[src/rtl/tqvp_crc_engine_v2.sv]
// rtl/tqvp_crc_engine_v2.sv - TinyQV CRC peripheral: byte FIFO feeding a configurable CRC engine
// Build option: define CRC_BYTE_PARALLEL_EN for one byte per clock instead of one bit per clock.

module tqvp_crc_byte_fifo #(
    parameter int DEPTH = 8,
    parameter int CW    = $clog2(DEPTH) + 1
) (
    input  logic          clk,
    input  logic          rst_n,
    input  logic          flush,
    input  logic          push,
    input  logic [2:0]    push_n,
    input  logic [31:0]   push_data,
    input  logic          pop,
    output logic [7:0]    pop_data,
    output logic [CW-1:0] count
);
    localparam int AW = $clog2(DEPTH);

    logic [7:0]    mem [DEPTH];
    logic [AW-1:0] wr_ptr;
    logic [AW-1:0] rd_ptr;

    // Caller guarantees push_n fits in the free space and pop only when non-empty.
    always_ff @(posedge clk) begin
        if (push && !flush) begin
            for (int k = 0; k < 4; k++) begin
                if (k < int'(push_n)) mem[wr_ptr + AW'(k)] <= push_data[8*k +: 8];
            end
        end
    end

    always_ff @(posedge clk or negedge rst_n) begin
        if (!rst_n) begin
            wr_ptr <= '0;
            rd_ptr <= '0;
            count  <= '0;
        end else if (flush) begin
            wr_ptr <= '0;
            rd_ptr <= '0;
            count  <= '0;
        end else begin
            if (push) wr_ptr <= wr_ptr + AW'(push_n);
            if (pop)  rd_ptr <= rd_ptr + AW'(1);
            count <= count + (push ? CW'(push_n) : CW'(0)) - CW'(pop);
        end
    end

    assign pop_data = mem[rd_ptr];
endmodule

module tqvp_crc_step #(
    parameter int CRC_W = 32,
    parameter int NBITS = 8
) (
    input  logic [CRC_W-1:0] crc_in,
    input  logic [CRC_W-1:0] poly,
    input  logic [7:0]       data,
    output logic [CRC_W-1:0] crc_out
);
    logic unused_data;
    assign unused_data = ^data;

    // Consumes the top NBITS bits of data, MSB first.
    always_comb begin
        crc_out = crc_in;
        for (int i = 0; i < NBITS; i++) begin
            if (crc_out[CRC_W-1] ^ data[7-i]) crc_out = {crc_out[CRC_W-2:0], 1'b0} ^ poly;
            else                              crc_out = {crc_out[CRC_W-2:0], 1'b0};
        end
    end
endmodule

module tqvp_crc_engine_v2 #(
    parameter int CRC_W      = 32,
    parameter int FIFO_DEPTH = 8
) (
    input  logic        clk,
    input  logic        rst_n,
    input  logic [7:0]  ui_in,
    output logic [7:0]  uo_out,
    input  logic [5:0]  address,
    input  logic [31:0] data_in,
    input  logic [1:0]  data_write_n,
    input  logic [1:0]  data_read_n,
    output logic [31:0] data_out,
    output logic        data_ready,
    output logic        user_interrupt
);
    localparam int CW = $clog2(FIFO_DEPTH) + 1;
    localparam logic [31:0] POLY_DEF = 32'h04C11DB7;
    localparam logic [5:0] A_CTRL   = 6'h00;
    localparam logic [5:0] A_CONFIG = 6'h04;
    localparam logic [5:0] A_DATA   = 6'h08;
    localparam logic [5:0] A_RESULT = 6'h0C;
    localparam logic [5:0] A_POLY   = 6'h10;
    localparam logic [5:0] A_INIT   = 6'h14;
    localparam logic [5:0] A_STATUS = 6'h18;
`ifdef CRC_BYTE_PARALLEL_EN
    localparam int STEP_BITS = 8;
`else
    localparam int STEP_BITS = 1;
`endif

    typedef enum logic {S_IDLE, S_SHIFT} state_t;

    state_t           state, state_nxt;
    logic             ctrl_en, irq_en;
    logic [2:0]       cfg;
    logic [CRC_W-1:0] poly, init, crc, crc_nxt, crc_rev, result;
    logic [7:0]       shreg;
    logic             done, overflow, busy, busy_q;
    logic             wr, rd, clear, data_wr, push, pop, last_bit;
    logic [2:0]       wr_n;
    logic [3:0]       wr_be;
    logic [CW-1:0]    fifo_count, fifo_free;
    logic [7:0]       fifo_data;
    logic             unused_ui;

    assign unused_ui = ^ui_in;
    assign uo_out    = 8'h00;

    assign wr = (data_write_n != 2'b11);
    assign rd = (data_read_n  != 2'b11);

    always_comb begin
        wr_n  = 3'd4;
        wr_be = 4'b1111;
        case (data_write_n)
            2'b00:   begin wr_n = 3'd1; wr_be = 4'b0001; end
            2'b01:   begin wr_n = 3'd2; wr_be = 4'b0011; end
            default: begin wr_n = 3'd4; wr_be = 4'b1111; end
        endcase
    end

    assign clear     = wr && (address == A_CTRL) && data_in[1];
    assign busy      = (state != S_IDLE) || (fifo_count != '0);
    assign fifo_free = CW'(FIFO_DEPTH) - fifo_count;
    assign data_wr   = wr && (address == A_DATA) && ctrl_en && !clear;
    assign push      = data_wr && (CW'(wr_n) <= fifo_free);

    tqvp_crc_byte_fifo #(.DEPTH(FIFO_DEPTH), .CW(CW)) u_fifo (
        .clk       (clk),
        .rst_n     (rst_n),
        .flush     (clear),
        .push      (push),
        .push_n    (wr_n),
        .push_data (data_in),
        .pop       (pop),
        .pop_data  (fifo_data),
        .count     (fifo_count)
    );

    tqvp_crc_step #(.CRC_W(CRC_W), .NBITS(STEP_BITS)) u_step (
        .crc_in  (crc),
        .poly    (poly),
        .data    (shreg),
        .crc_out (crc_nxt)
    );

`ifdef CRC_BYTE_PARALLEL_EN
    assign last_bit = 1'b1;
`else
    logic [2:0] bit_cnt;
    assign last_bit = (bit_cnt == 3'd7);

    always_ff @(posedge clk or negedge rst_n) begin
        if (!rst_n)                      bit_cnt <= '0;
        else if (clear || pop)           bit_cnt <= '0;
        else if (state == S_SHIFT)       bit_cnt <= bit_cnt + 3'd1;
    end
`endif

    always_ff @(posedge clk or negedge rst_n) begin
        if (!rst_n) state <= S_IDLE;
        else        state <= state_nxt;
    end

    // Chaining the next pop into the last shift cycle keeps the byte rate exact.
    always_comb begin
        state_nxt = state;
        pop       = 1'b0;
        case (state)
            S_IDLE: begin
                if (fifo_count != '0) begin
                    pop       = 1'b1;
                    state_nxt = S_SHIFT;
                end
            end
            S_SHIFT: begin
                if (last_bit) begin
                    if (fifo_count != '0) pop = 1'b1;
                    else                  state_nxt = S_IDLE;
                end
            end
            default: state_nxt = S_IDLE;
        endcase
        if (clear) begin
            pop       = 1'b0;
            state_nxt = S_IDLE;
        end
    end

    function automatic logic [7:0] rev8(input logic [7:0] v);
        logic [7:0] r;
        for (int i = 0; i < 8; i++) r[i] = v[7-i];
        return r;
    endfunction

    always_ff @(posedge clk or negedge rst_n) begin
        if (!rst_n) begin
            crc   <= '1;
            shreg <= '0;
        end else if (clear) begin
            crc <= init;
        end else begin
            if (state == S_SHIFT) begin
                crc   <= crc_nxt;
                shreg <= {shreg[6:0], 1'b0};
            end
            if (pop) shreg <= cfg[0] ? rev8(fifo_data) : fifo_data;
        end
    end

    always_ff @(posedge clk or negedge rst_n) begin
        if (!rst_n) begin
            ctrl_en  <= 1'b0;
            irq_en   <= 1'b0;
            cfg      <= 3'h7;
            poly     <= POLY_DEF[CRC_W-1:0];
            init     <= '1;
            done     <= 1'b0;
            overflow <= 1'b0;
            busy_q   <= 1'b0;
        end else begin
            busy_q <= busy && !clear;
            if (wr && address == A_CTRL) begin
                ctrl_en <= data_in[0];
                irq_en  <= data_in[2];
            end
            if (wr && !busy && address == A_CONFIG) cfg <= data_in[2:0];
            for (int i = 0; i < CRC_W; i++) begin
                if (wr && !busy && address == A_POLY && wr_be[i/8]) poly[i] <= data_in[i];
                if (wr && !busy && address == A_INIT && wr_be[i/8]) init[i] <= data_in[i];
            end
            if (wr && address == A_STATUS) begin
                if (data_in[1]) done     <= 1'b0;
                if (data_in[2]) overflow <= 1'b0;
            end
            if (busy_q && !busy)   done     <= 1'b1;
            if (data_wr && !push)  overflow <= 1'b1;
            if (clear) begin
                done     <= 1'b0;
                overflow <= 1'b0;
            end
        end
    end

    always_comb begin
        for (int i = 0; i < CRC_W; i++) crc_rev[i] = crc[CRC_W-1-i];
        result = (cfg[1] ? crc_rev : crc) ^ {CRC_W{cfg[2]}};
    end

    always_comb begin
        data_out = '0;
        case (address)
            A_CTRL:   data_out = {29'b0, irq_en, 1'b0, ctrl_en};
            A_CONFIG: data_out = {29'b0, cfg};
            A_RESULT: data_out = 32'(result);
            A_POLY:   data_out = 32'(poly);
            A_INIT:   data_out = 32'(init);
            A_STATUS: data_out = {16'b0, 8'(fifo_count), 5'b0, overflow, done, busy};
            default:  data_out = '0;
        endcase
    end

    assign data_ready     = !(rd && (address == A_RESULT) && busy);
    assign user_interrupt = done && irq_en;
endmodule

[config.mk]
export PLATFORM = sky130hd
export DESIGN_NAME = tqvp_crc_engine_v2
export DESIGN_NICKNAME = d
export VERILOG_FILES = /design/src/rtl/tqvp_crc_engine_v2.sv
export SDC_FILE = /design/constraint.sdc
export NUM_CORES = 1
export LEC_CHECK = 0
export ABC_AREA = 1
export CAP_MARGIN = 5
export CORE_MARGIN = 4
export CORE_UTILIZATION = 35
export CTS_BUF_LIST = sky130_fd_sc_hd__clkbuf_4 sky130_fd_sc_hd__clkbuf_8 sky130_fd_sc_hd__clkbuf_16
export DETAILED_ROUTE_END_ITERATION = 10
export PLACE_DENSITY = 0.61
export SYNTH_ARGS = -nofsm -noshare
export SYNTH_HDL_FRONTEND = slang
export SYNTH_HIERARCHICAL = 1
export SYNTH_SLANG_ARGS = --single-unit
export TNS_END_PERCENT = 100
[constraint.sdc]
create_clock -name clk -period 4 [get_ports clk]
set_input_delay 0.6 -clock clk [delete_from_list [all_inputs] [get_ports clk]]
set_output_delay 0.6 -clock clk [all_outputs]
set_load 0.01 [all_outputs]
==> impl_metrics.py <==
metrics = {
    "yosys": {
        "synth_edf_count": 64,
        "yosysSeqAreaShare": 0.371,
        "ys_warn_count": 6,
        "syn_inst": 2023,
        "syn_area_mm2": 0.0140,
        "synthFlopType": "dfstp_2",
        "postSynth.asyncResetShare": 0.663,
        "avgSynthCellArea_um2": 6.90,
        "synth-seq-cells": 190,
        "netlist-cell-type-count": 48,
    },
    "power": {
        "pwr-share-clk": 0.250,
        "p_total_w": 0.00691,
        "comb_power_share": 0.357,
        "peakVddDrop_v": 0.000281,
        "intPower_w": 0.00412,
        "seqPwrFrac": 0.393,
        "power.share.switching": 0.403,
        "power.density_mw_per_mm2": 442,
        "p_switching_w": 0.00278,
        "total_leakage_power_nw": 7.14,
    },
    "clock_network": {
        "post_cts_buffers": 0,
        "ctsResizeCount": 0,
        "cts_buffer_depth": 2,
        "hold_buffers": 0,
        "cts_sinks": 190,
        "htreeDepth": 4,
        "path_clk_slew_ns": 0.08,
        "clock_latency_ns": 0.45,
        "cts_buffers": 17,
        "cts_root_buffer": "clkbuf_16",
        "tritoncts": "built",
    },
    "final_layout": {
        "utilization": 0.401,
        "synthToLayoutAreaGrowth_pct": 12.0,
        "fin_area_mm2": 0.0156,
        "nets": 2124,
        "diodes": 0,
        "fillCellCount": 4076,
        "drive_above_1_share": 0.111,
    },
    "critical_path": {
        "cp-start-kind": "input port",
        "path_class": "in2out",
        "crit_family": "buffers and inverters",
        "cp.required_ns": 3.40,
        "reg2regPathDepth": 13,
        "arrival_ns": 3.08,
        "reg2reg_slack_ns": 0.74,
        "path_depth": 7,
        "cp_slowest_stage_delay_ns": 0.61,
        "cp_max_fo": 8,
        "cp_cell_sequence": "clkdlybuf4s50_1 > nor2_2 > nand4_1 > inv_1 > o21ai_0 > o21ai_0 > clkdlybuf4s50_1",
        "worstSetupEndpointType": "output pin",
        "timing.rr.start": "u_fifo/count[0]",
        "slowest_stage": "clkdlybuf4s50_1",
        "path_buf_inv": 3,
        "startpoint": "address[5]",
        "rr_endpoint": "u_fifo/count[2]",
    },
    "placement": {
        "place_area_mm2": 0.0150,
        "port_buffers": 77,
        "dp_hpwl_um": 33700,
        "finalWeightedCongestion": 0.917,
    },
    "timing": {
        "tightest_slew_ns": 1.07,
        "setup-tns-final_ns": 0,
        "finalSetupViolCount": 0,
        "finalHoldViolCount": 0,
        "rsz0062_at_grt": "no",
        "period_share": 0.920,
        "slew_viol_final": 0,
        "max_slew_margin": 0.285,
        "max_freq_ghz": 0.272,
        "whs_ns": 0.338,
        "fin_crit_ns": 3.68,
        "finClkSkew_ns": 0.0185,
    },
    "status": {
        "status": "finished, final reports clean",
    },
    "route": {
        "avgRoutedWirePerCell_um": 19.0,
        "vias": 13579,
        "drtIter0Drc": 1562,
        "drc": 0,
        "wirelength_um": 49200,
        "vias_per_cell": 5.25,
        "ant_nets": 0,
        "first_pass_iters": 6,
    },
    "grt": {
        "grt_usage": 0.223,
        "grt_pass1_vias": 12721,
        "overflow": 0,
        "antenna_found_initial": 0,
        "grt_pass1_wl_um": 75200,
        "grt_max_degree": 80,
    },
    "job": {
        "cap_violations": 0,
    },
    "die": {
        "rows": 72,
        "die_w_um": 208,
        "die_h_um": 208,
        "initial_core_util": 0.358,
        "core_mm2": 0.0390,
        "dieArea_mm2": 0.0431,
        "ios": 94,
    },
    "worst_hold_path": {
        "hold_class": "in2async",
    },
}
-- layer usage --
layer	track usage	vias up	share of wire	wire [µm]
li1	-	6518	-	-
met1	0.300	6373	0.43	21100
met2	0.366	604	0.47	22900
met3	0.0369	84	0.077	3780
met4	0.0745	0	0.029	1440
met5	0	-	0	0
-- final cells by class --
cell class | instances | area, µm² | share of cell area
Multi-Input combinational cell | 1477 | 7190 | 0.460
Sequential cell | 190 | 5180 | 0.331
Timing Repair Buffer | 112 | 1070 | 0.0684
Inverter | 256 | 963 | 0.0616
Tap cell | 518 | 648 | 0.0415
Clock buffer | 19 | 453 | 0.0290
Clock inverter | 13 | 131 | 0.00841
-- power by group through the flow --
stage | clock network, W | registers [W] | logic, W
CTS | 0.00177 | 0.00271 | 0.00242
detailed placement | 0 | 0.00274 | 0.00241
finish | 0.00173 | 0.00271 | 0.00246
floorplan | 0 | 0.00255 | 0.00194
global placement | 0 | 0.00273 | 0.00236
global route | 0.00185 | 0.00277 | 0.00277
-- synth_stat cells (all sizes together) (19+ instances only) --
library cell / n / share of area
buf: 66 / 0.035
nand3: 222 / 0.081
o21ai: 215 / 0.081
o211ai: 19 / 0.010
o22ai: 19 / 0.0085
inv: 252 / 0.068
nor2: 80 / 0.031
mux2i: 23 / 0.016
a21oi: 19 / 0.0071
dfstp: 81 / 0.15
clkbuf: 41 / 0.012
xor2: 26 / 0.016
nand2: 785 / 0.22
edfxtp: 64 / 0.14
dfrtp: 45 / 0.081
-- per-stage QoR --
stage	std cells	setup slack, ns
finish	2585	0.320
global route	2585	0.243
CTS	2585	0.368
detailed placement	2553	0.295
global placement	2553	0.354
floorplan	2030	0.854
-- worst max-delay path by stage --
stage                             to  slack [ns]
floorplan           u_fifo/mem[5][0]        0.85
global placement    u_fifo/mem[0][3]        0.35
detailed placement  u_fifo/mem[0][6]        0.29
CTS                     data_out[20]        0.37
global route            data_out[20]        0.24
finish                  data_out[20]        0.32
-- worst reg2reg max path, cell delays in order (launching register included) --
cell	delay, ns
dfrtp_1	0.44
inv_1	0.10
ha_1	0.20
nand3_2	0.25
nand2_1	0.23
clkinv_1	0.28
nand2_2	0.28
inv_1	0.20
ha_1	0.33
inv_1	0.04
ha_1	0.21
fa_1	0.38
xnor2_1	0.15
nor2_1	0.05
-- sequential cells by signal, summed over array words and instances (netlist names) --
signal and cells:
done 1, ctrl_en 1, init 32, u_fifo/wr_ptr 3, u_fifo/mem 64, irq_en 1, overflow 1, crc 32
shreg 8, state 1, cfg 3, busy_q 1, poly 32, u_fifo/rd_ptr 3, u_fifo/count 4, bit_cnt 3
-- layout by cell type, fill, tap and decap left out, types with 17 or more instances in the layout --
master	n
clkdlybuf4s50_1	76
dfstp_2	81
xor2_1	26
clkbuf_16	17
inv_1	243
o21ai_1	40
buf_4	33
mux2i_1	23
edfxtp_1	64
o21ai_0	159
nand2_1	758
o22ai_1	19
o211ai_1	19
dfrtp_1	45
nand3_1	218
a21oi_1	18
nor2_1	60
-- cell families after synthesis --
kind of cell | synth area share
buffers and inverters | 0.116
other | 0.000269
and+or+nand+nor | 0.343
xor gates and xnor gates | 0.0169
muxes | 0.0165
DFF | 0.371
AOI/OAI and AO/OA | 0.119
adders and majority gates | 0.0172
(Power assumes the default switching activity.)
